<file path="src/rtl/spi_pkg.sv">
// spi_pkg: shared types and constants for the SPI byte sequencer.
package spi_pkg;
  localparam int SPI_BYTE_W = 8;
  localparam logic [SPI_BYTE_W-1:0] SPI_FILL_BYTE = 8'hFF;
  typedef enum logic [2:0] {IDLE, CS_SETUP, ISSUE, WAIT_RX, CS_HOLD} state_t;
endpackage

</file>
<file path="src/rtl/spi_sync_fifo.sv">
// spi_sync_fifo: show-ahead synchronous FIFO with occupancy count.
module spi_sync_fifo #(
  parameter int DEPTH = 8,
  parameter int W = 8
) (
  input  logic                     i_clk,
  input  logic                     i_reset_n,
  input  logic                     i_wr_en,
  input  logic [W-1:0]             i_wr_data,
  input  logic                     i_rd_en,
  output logic [W-1:0]             o_rd_data,
  output logic                     o_full,
  output logic                     o_empty,
  output logic [$clog2(DEPTH):0]   o_count
);
  localparam int AW = $clog2(DEPTH);
  logic [W-1:0]  r_mem [DEPTH];
  logic [AW-1:0] r_wr_ptr, r_rd_ptr;
  logic [AW:0]   r_count;
  logic          w_push, w_pop;
  // A write while full is still accepted when a pop frees the slot this cycle
  assign w_pop     = i_rd_en && !o_empty;
  assign w_push    = i_wr_en && (!o_full || w_pop);
  assign o_full    = r_count == (AW+1)'(DEPTH);
  assign o_empty   = r_count == '0;
  assign o_count   = r_count;
  assign o_rd_data = r_mem[r_rd_ptr];
  always_ff @(posedge i_clk or negedge i_reset_n)
    if (!i_reset_n) begin
      for (int i = 0; i < DEPTH; i++) r_mem[i] <= '0;
      r_wr_ptr <= '0;
      r_rd_ptr <= '0;
      r_count  <= '0;
    end else begin
      if (w_push) begin
        r_mem[r_wr_ptr] <= i_wr_data;
        r_wr_ptr        <= r_wr_ptr + AW'(1);
      end
      if (w_pop) r_rd_ptr <= r_rd_ptr + AW'(1);
      r_count <= r_count + (AW+1)'(w_push) - (AW+1)'(w_pop);
    end
endmodule

</file>
<file path="src/rtl/spi_byte_sequencer.sv">
// spi_byte_sequencer: multi-byte SPI transaction engine with TX/RX FIFOs and chip select.
// Define SPI_SEQ_TX_FILL_EN to send SPI_FILL_BYTE instead of stalling when the TX FIFO is empty.
module spi_byte_sequencer
  import spi_pkg::*;
#(
  parameter int FIFO_DEPTH = 8,
  parameter int LEN_W = 8
) (
  input  logic                          i_clk,
  input  logic                          i_reset_n,
  input  logic                          i_start,
  input  logic [LEN_W-1:0]              i_len,
  output logic                          o_busy,
  output logic                          o_done,
  input  logic                          i_wr_en,
  input  logic [SPI_BYTE_W-1:0]         i_wr_data,
  output logic                          o_tx_full,
  output logic [$clog2(FIFO_DEPTH):0]   o_tx_count,
  input  logic                          i_rd_en,
  output logic [SPI_BYTE_W-1:0]         o_rd_data,
  output logic                          o_rx_empty,
  output logic [$clog2(FIFO_DEPTH):0]   o_rx_count,
  output logic [SPI_BYTE_W-1:0]         o_ctl_tx_byte,
  output logic                          o_ctl_tx_dv,
  input  logic                          i_ctl_tx_ready,
  input  logic                          i_ctl_rx_dv,
  input  logic [SPI_BYTE_W-1:0]         i_ctl_rx_byte,
  output logic                          o_spi_cs_n
);
  state_t                r_state, w_next;
  logic [LEN_W-1:0]      r_remaining;
  logic                  r_cs_n, r_done, r_tx_dv;
  logic [SPI_BYTE_W-1:0] r_tx_byte, w_tx_byte_nxt, w_tx_head;
  logic                  w_tx_empty, w_rx_full, w_tx_avail, w_issue_ok;
  logic                  w_fire, w_tx_pop, w_rx_push, w_cs_n_nxt, w_done_nxt;

  spi_sync_fifo #(.DEPTH(FIFO_DEPTH), .W(SPI_BYTE_W)) u_tx_fifo (
    .i_clk(i_clk), .i_reset_n(i_reset_n),
    .i_wr_en(i_wr_en), .i_wr_data(i_wr_data),
    .i_rd_en(w_tx_pop), .o_rd_data(w_tx_head),
    .o_full(o_tx_full), .o_empty(w_tx_empty), .o_count(o_tx_count)
  );

  spi_sync_fifo #(.DEPTH(FIFO_DEPTH), .W(SPI_BYTE_W)) u_rx_fifo (
    .i_clk(i_clk), .i_reset_n(i_reset_n),
    .i_wr_en(w_rx_push), .i_wr_data(i_ctl_rx_byte),
    .i_rd_en(i_rd_en), .o_rd_data(o_rd_data),
    .o_full(w_rx_full), .o_empty(o_rx_empty), .o_count(o_rx_count)
  );

`ifdef SPI_SEQ_TX_FILL_EN
  assign w_tx_avail = 1'b1;
`else
  assign w_tx_avail = !w_tx_empty;
`endif
  // RX slot is reserved before issue, so the controller's reply can always be stored
  assign w_issue_ok = i_ctl_tx_ready && w_tx_avail && !w_rx_full;

  always_ff @(posedge i_clk or negedge i_reset_n)
    if (!i_reset_n) begin
      r_state     <= IDLE;
      r_remaining <= '0;
      r_cs_n      <= 1'b1;
      r_done      <= 1'b0;
      r_tx_dv     <= 1'b0;
      r_tx_byte   <= '0;
    end else begin
      r_state     <= w_next;
      r_remaining <= (r_state == IDLE && i_start) ? i_len :
                     w_rx_push ? r_remaining - LEN_W'(1) : r_remaining;
      r_cs_n      <= w_cs_n_nxt;
      r_done      <= w_done_nxt;
      r_tx_dv     <= w_fire;
      r_tx_byte   <= w_tx_byte_nxt;
    end

  // CS_SETUP already holds CS low, so the first byte may be issued as it ends
  always_comb begin
    w_next = r_state;
    case (r_state)
      IDLE:            if (i_start && i_len != '0) w_next = CS_SETUP;
      CS_SETUP, ISSUE: w_next = w_issue_ok ? WAIT_RX : ISSUE;
      WAIT_RX:         if (i_ctl_rx_dv) w_next = (r_remaining == LEN_W'(1)) ? CS_HOLD : ISSUE;
      CS_HOLD:         w_next = IDLE;
      default:         w_next = IDLE;
    endcase
  end

  always_comb begin
    w_fire        = (r_state == CS_SETUP || r_state == ISSUE) && w_issue_ok;
    w_tx_pop      = w_fire && !w_tx_empty;
    w_rx_push     = (r_state == WAIT_RX) && i_ctl_rx_dv;
    w_cs_n_nxt    = (w_next == IDLE);
    w_done_nxt    = (r_state == CS_HOLD) || (r_state == IDLE && i_start && i_len == '0);
    w_tx_byte_nxt = w_fire ? (w_tx_empty ? SPI_FILL_BYTE : w_tx_head) : r_tx_byte;
  end

  assign o_busy        = r_state != IDLE;
  assign o_done        = r_done;
  assign o_ctl_tx_dv   = r_tx_dv;
  assign o_ctl_tx_byte = r_tx_byte;
  assign o_spi_cs_n    = r_cs_n;
endmodule

</file>
<file path="config.mk">
export PLATFORM = sky130hd
export DESIGN_NAME = spi_byte_sequencer
export DESIGN_NICKNAME = d
export VERILOG_FILES = /design/src/rtl/spi_pkg.sv /design/src/rtl/spi_sync_fifo.sv /design/src/rtl/spi_byte_sequencer.sv
export SDC_FILE = /design/constraint.sdc
export NUM_CORES = 1
export LEC_CHECK = 0
export BUFFER_PORTS_ARGS = -buffer_cell sky130_fd_sc_hd__buf_2
export CAP_MARGIN = 20
export CORE_ASPECT_RATIO = 0.8
export CORE_MARGIN = 4
export CORE_UTILIZATION = 50
export DETAILED_ROUTE_END_ITERATION = 10
export PLACE_DENSITY = 0.68
export SYNTH_ARGS = -nofsm -noshare
export SYNTH_HDL_FRONTEND = slang
export SYNTH_SLANG_ARGS = --single-unit
</file>
<file path="constraint.sdc">
create_clock -name i_clk -period 2.25 [get_ports i_clk]
set_clock_uncertainty 0.05 [all_clocks]
set_input_delay 0.225 -clock i_clk [delete_from_list [all_inputs] [get_ports i_clk]]
set_output_delay 0.225 -clock i_clk [all_outputs]
set_load 0.01 [all_outputs]
</file>
==> metrics, run 1 <==
status=completed; CTS buffer count=17; minimum clock period=2.233 ns; most common cell after layout, fill and taps aside=dfrtp_1; layout cell share with drive strength beyond 1=roughly half; Die X=around 150 um; grt met2 use=roughly 30%; Setup Crit Path Kind=reg -> out; unrepaired setup endpoints after global routing=yes; Total Power=between 10 and 15 mW; Critical R2R Launch=u_rx_fifo.o_count[3]; Hold Path Cell Cnt=3; slew margin rel.=between 50 and 60%; critical path arrival=around 2 ns; FF+latch count, synth=170; Post-Syn Area=between 7000 and 8000 um^2; number of port buffers=60; CP endpoint=o_rd_data[5]; Hold Fails Final Rpt=0; critical path peak fanout=9; syn nets=slightly below 600; yosys synthesis warning count=0; Remaining DRCs=0; CP startpoint kind=register; measured slew at the worst slew-check pin=about 0.68 ns; via count=between 4,000 and 5,000; EDFF count, synth=0; DR vias/cell=5.529; R2R Setup Slk=approximately 0.060 ns; Worst-path clk slew=0.06 ns; worst min path class=in -> reg; PwrDens=1488 nW/um^2; GRT Util Overall=19.56%; Max Cap Viol=0; n_diodes=0; IO Pins=61; sequential share of the synthesized area=between 50 and 60%; HPWL Detailed=10,950 um; WP data required=1.98 ns; CP Launch Point=u_rx_fifo.r_rd_ptr[0]; pin count of the biggest net entering global routing=just over 60; post-synthesis cell count=around 540; crit end category=output pin; CTS max path bufs=2; fmax=447.8 MHz; Detailed Route Iter0 Violations=262; wire length per cell=approximately 19 um; ys async rst share=100.0%; H-tree levels=4; WL final=around 17,000 um; first-pass GRT wire length=around 27,000 um; Overflow after GRT=0; Final Setup Violations=0; routing usage on met3=between 4 and 5%; layout net count=just under 700; Post-synth top flop=dfrtp_1; Clk Latency, worst-skew pair=~0.42 ns; Core Region=about 15,000 um^2; Avg Inst Size Synth=14.71 um^2; FP Rows=40; placer's final routability congestion estimate=about 0.83; Synth-to-Final Area Change=22.12%; Slew Limit Fails=0; Final Core Density=a little over three fifths; GR met1 Demand/Resource=between 20 and 30%; vias in the first global route=just over 5,000; Cell variety after synth=46; CTS tree=done; most frequent cells in the layout=168 x dfrtp_1, 129 x mux2_2, 52 x buf_2; Pre-antenna DRT Iters=4; Setup TNS=0 ns; clk root buf=clkbuf_16; reg2reg end=u_tx_fifo.r_mem[33]; DIE HEIGHT=roughly 120 um; clock sink count=170; final period utilization=99.24%; leakage=4.328 nW; busiest grt layer=met2; maximum VDD drop=0.5385 mV; initial core utilization=slightly above 50%; Die ar.=about 18,000 um^2; antenna violations before repair=0; Worst Reg-to-Reg Cells=6; Final ANT Viol Nets=0
-- per-layer routing --
metal / routed length (um) / vias up
li1: - / 2188
met1: 8078 / 2497
met2: 7722 / 87
met3: 600 / 16
met4: 170 / 0
met5: 0 / -
-- stage by stage --
step,cell area [um^2],setup slack [ns],instances,hold WS (ns)
after floorplan,7938,-0.06560,535,-0.1206
after global routing,9609,-0.05931,866,0.01687
after global placement,8822,0.02636,826,0.1975
final,9609,0.01705,866,0.02179
after CTS,9483,-0.008607,864,0.005986
after detailed placement,8822,-0.01929,826,0.2159
-- critical path: stages (launching register included) --
cell     delay, ns
dfrtp_2       0.43
buf_12        0.17
mux4_2        0.51
mux2_4        0.30
buf_6         0.12
-- logic make-up after synthesis --
logic type | after synthesis | share of synthesized area, %
multiplexers | 180 | 30.21
flip-flops | 170 | 54.08
AND/OR/NAND/NOR | 86 | 6.297
buffers and inverters | 34 | 1.685
AO/OA/AOI/OAI | 31 | 2.799
adder cells (fa/ha/maj) | 20 | 3.371
XOR/XNOR | 14 | 1.558
-- timing repair --
| item | CTS | global route |
|---|---|---|
| gates cloned | 0 | 1 |
| setup endpoints to repair | 20 | 53 |
| resized for setup | 6 | 24 |
| buffers inserted | 1 | 1 |
| pin swaps | 2 | 2 |
| endpoints found under the hold margin | 59 | 0 |
| hold buffers | 6 | 0 |
-- power by group --
group | total (mW) | switching, mW | internal [mW]
clock network | 2.81 | 1.19 | 1.62
logic | 5.90 | 2.40 | 3.51
registers | 5.58 | 1.06 | 4.53
total | 14.3 | 4.65 | 9.65
-- area by class of cell --
class | instances | area (um^2)
well taps | 210 | 262.8
clock buffers | 23 | 478.0
fillers | 1112 | 5605
repair buffers | 106 | 848.3
clock inverters | 8 | 85.08
inverters | 18 | 67.56
multi-input cells | 331 | 3611
flip-flops and latches | 170 | 4257
-- how the worst min path moves through the flow --
stage	slack, ns	start	end
global placement	0.20	i_reset_n	r_remaining[1]
global route	0.02	i_len[6]	r_remaining[6]
detailed placement	0.22	i_reset_n	r_remaining[0]
finish	0.02	i_len[6]	r_remaining[6]
CTS	0.006	i_len[7]	r_remaining[7]
floorplan	-0.12	i_reset_n	o_ctl_tx_byte[0]
-- synthesized netlist by cell type, types with 2 or more instances --
cell	count	area, um^2
nand2_1	20	75.07
nand2b_1	2	12.51
a21o_1	2	15.01
nor4b_4	2	47.55
xnor2_1	5	43.79
nand4b_1	2	17.52
or3_1	3	18.77
o21ai_0	4	20.02
nor2b_1	3	18.77
ha_1	18	225.2
nand3_1	7	35.03
fa_1	2	40.04
or4_1	2	15.01
o211ai_1	4	30.03
buf_2	4	20.02
nor2_2	2	12.51
clkbuf_1	8	30.03
mux2i_1	8	80.08
buf_1	4	15.01
mux4_2	32	720.7
inv_1	18	67.56
o311ai_0	2	17.52
nor2_1	26	97.59
a221o_1	3	30.03
nor3b_2	2	25.02
a21oi_1	11	55.05
mux2_2	139	1565
dfrtp_1	169	4229
nand3b_1	2	15.01
nor3_1	4	20.02
xor2_1	9	78.83
and2_1	2	12.51
-- registers in the layout, indices dropped and copies added (netlist names), 4 cells and up --
name / count
o_ctl_tx_byte: 8
r_remaining: 8
u_rx_fifo.o_count: 4
u_rx_fifo.r_mem: 64
u_tx_fifo.o_count: 4
u_tx_fifo.r_mem: 64
Power figures use the tool's default switching activity.
==> run 2: changes to the inputs <==
--- a/config.mk
+++ b/config.mk
@@ -5,9 +5,10 @@
 export SDC_FILE = /design/constraint.sdc
 export NUM_CORES = 1
 export LEC_CHECK = 0
+export ABC_AREA = 1
 export BUFFER_PORTS_ARGS = -buffer_cell sky130_fd_sc_hd__buf_2
 export CAP_MARGIN = 20
-export CORE_ASPECT_RATIO = 0.8
+export CORE_ASPECT_RATIO = 0.9
 export CORE_MARGIN = 4
 export CORE_UTILIZATION = 50
 export DETAILED_ROUTE_END_ITERATION = 10
==> run 2 against run 1 <==
  * Fmax is 3.6% higher
  * Highest routed layer unchanged
  * Via count increased by 54%
  * Final area rose by 3.7%
  * Setup slack improved by 0.078 ns
  * Register-to-register slack improved by 0.10 ns
  * Critical path depth up 2
  * Cell count is 56% higher
  * Non-clock buffer count decreased by 5
  * Area after synthesis increased by 10%
  * First-iteration DRC count rose by 95%
  * Core utilization is 4.4 points lower
==> metrics, run 2 <==
status=completed; top cells by area, synth=dfrtp_1 49%, nand2_1 16%, nand3_1 6.2%; via count=between 7,000 and 8,000; Synth-to-Final Area Change=14.68%; Slew Limit Fails=0; WP data required=1.98 ns; most frequent cell after synthesis=nand2_1; R2R Setup Slk=approximately 0.16 ns; Worst Reg-to-Reg Cells=10; top cells by count, synth=381 x nand2_1, 169 x dfrtp_1, 108 x nand3_1; CTS tree=done; Synth Area in Adders=under 10%; maximum VDD drop=approximately 0.61 mV; placer's final routability congestion estimate=around 0.83; Max Cap Viol=0; CP Launch Point=u_rx_fifo.r_rd_ptr[0]; Final ANT Viol Nets=0; Avg Inst Size Synth=between 8 and 9 um^2; critical path peak fanout=24; CTS buffer count=17; IO Pins=~60; EDFF count, synth=0; post-synth top area cell=dfrtp_1; top flop regs=u_rx_fifo.r_mem (64), u_tx_fifo.r_mem (64); WL final=21,680 um; Core Region=16,950 um^2; Cell variety after synth=40; Post-synth top flop=dfrtp_1; Detailed Route Iter0 Violations=510; clock sink count=170; fmax=464.1 MHz; syn nets=between 1,000 and 1,500; PwrDens=between 1000 and 1500 nW/um^2; unrepaired setup endpoints after global routing=no; Die ar.=19,550 um^2; pin count of the biggest net entering global routing=74; n_diodes=0; antenna violations before repair=0; DP Cell Count=about 1,300; sequential share of the synthesized area=between 40% and 50%; DIE HEIGHT=about 130 um; Remaining DRCs=0; FF+latch count, synth=170; Clk Latency, worst-skew pair=around 0.43 ns; yosys synthesis warning count=0; CP startpoint kind=register; Die X=around 150 um; Overflow after GRT=0; slew margin rel.=a little under two thirds; Setup Crit Path Kind=reg -> out; layout net count=~1,200; FILL cells=1,517; crit end category=output pin; Setup TNS=0 ns; wire length per cell=around 16 um; most frequent cells in the layout=380 x nand2_1, 169 x dfrtp_1, 106 x nand3_1; area share of the largest cell type after synthesis=around 49%; Hold Fails Final Rpt=0; number of port buffers=60; Finished Layout Cells=about 1,400; HPWL Detailed=14,550 um; vias in the first global route=6,990; Synth Area in Simple Gates=approximately a third; most common cell after layout, fill and taps aside=nand2_1; Synth Area in Compound Gates=approximately 4.8%; post-synthesis cell count=about 1,000; worst min path class=in -> reg; Post-Synth XOR/XNOR Area=1.512%; final period utilization=about 96%; leakage=between 5 and 6 nW; largest family of logic cells by synthesized area=simple AND/OR/NAND/NOR gates; reg2reg end=u_rx_fifo.o_count[2]; first-pass GRT wire length=between 30,000 and 40,000 um; minimum clock period=about 2.2 ns; initial core utilization=roughly 50%; min-delay src=i_wr_en; critical path arrival=around 1.9 ns; GRT Util Overall=22.94%; DR vias/cell=5.458; multiplexer share of the synthesized area=around 1.8%; Final Setup Violations=0; clk root buf=clkbuf_16; layout cell share with drive strength beyond 1=around 15%; Worst-path clk slew=around 0.070 ns; H-tree levels=4; FP Rows=45; Pre-antenna DRT Iters=5; CTS max path bufs=2; Critical R2R Launch=u_rx_fifo.o_count[2]; ys async rst share=100.0%; CP endpoint=o_rd_data[5]; measured slew at the worst slew-check pin=between 0.5 and 0.6 ns; Post-Syn Area=just under 9000 um^2
==> run 2: worst max-delay path: stages, from the launching register on <==
cell,delay (ns)
dfrtp_1,0.41
buf_4,0.32
mux2i_1,0.29
o22ai_1,0.11
nand2_1,0.08
nand2_1,0.08
buf_2,0.15
==> run 2: cells by family after synthesis <==
kind of cell / count (synthesis)
buffers and inverters: 105
adder cells (fa/ha/maj): 20
AO/OA/AOI/OAI: 71
multiplexers: 16
AND/OR/NAND/NOR: 650
flip-flops: 170
XOR/XNOR: 15
==> run 2: worst min-delay path by stage <==
stage	to	slack [ns]	depth (start not counted)
after global placement	u_rx_fifo.r_mem[56]	0.11	1
after CTS	u_rx_fifo.r_mem[46]	0.05	3
after global routing	u_rx_fifo.r_mem[44]	0.07	3
after detailed placement	u_rx_fifo.r_mem[56]	0.11	1
final	u_tx_fifo.r_wr_ptr[2]	0.07	3
after floorplan	o_ctl_tx_byte[0]	-0.12	0
==> run 2: timing repair <==
action / 4_1_cts / 5_1_grt
buffers inserted: 0 / 0
endpoints found under the setup margin: 0 / 11
hold buffers: 8 / 0
hold endpoints to repair: 43 / 0
resized for setup: 0 / 3
==> run 2: report_power, final <==
part	internal, mW	switching [mW]
clock	1.77	1.23
sequential	4.44	0.866
combinational	2.33	3.86
==> run 2: layer usage <==
layer / global-route usage (%) / up-vias / part of all wire, % / wire length, um
li1: - / 3597 / - / -
met5: 0 / - / 0 / 0
met4: 4.451 / 0 / 0.60 / 131
met1: 35.16 / 3570 / 49 / 10590
met2: 33.63 / 206 / 44 / 9529
met3: 5.205 / 11 / 6.6 / 1428
==> run 2: layout make-up <==
cell class | instances | area, um^2 | area share [%]
Clock buffer | 20 | 446.7 | 4.484
Clock inverter | 11 | 147.6 | 1.482
Inverter | 44 | 173.9 | 1.746
Multi-Input combinational cell | 772 | 3935 | 39.50
Sequential cell | 170 | 4255 | 42.72
Tap cell | 235 | 294.0 | 2.952
Timing Repair Buffer | 101 | 709.4 | 7.121
==> run 2: per-stage QoR <==
stage	util, %	setup slack (ns)	power, mW	instance area (um^2)	hold WS (ns)
2_1_floorplan	-	0.01595	9.572	8708	-0.1206
3_3_place_gp	54.74	0.1836	11.32	9276	0.1103
3_5_place_dp	54.74	0.1486	11.48	9276	0.1099
4_1_cts	58.72	0.07063	14.56	9951	0.05352
5_1_grt	58.78	0.009050	15.67	9962	0.06674
6_report	58.78	0.09537	14.50	9962	0.07024
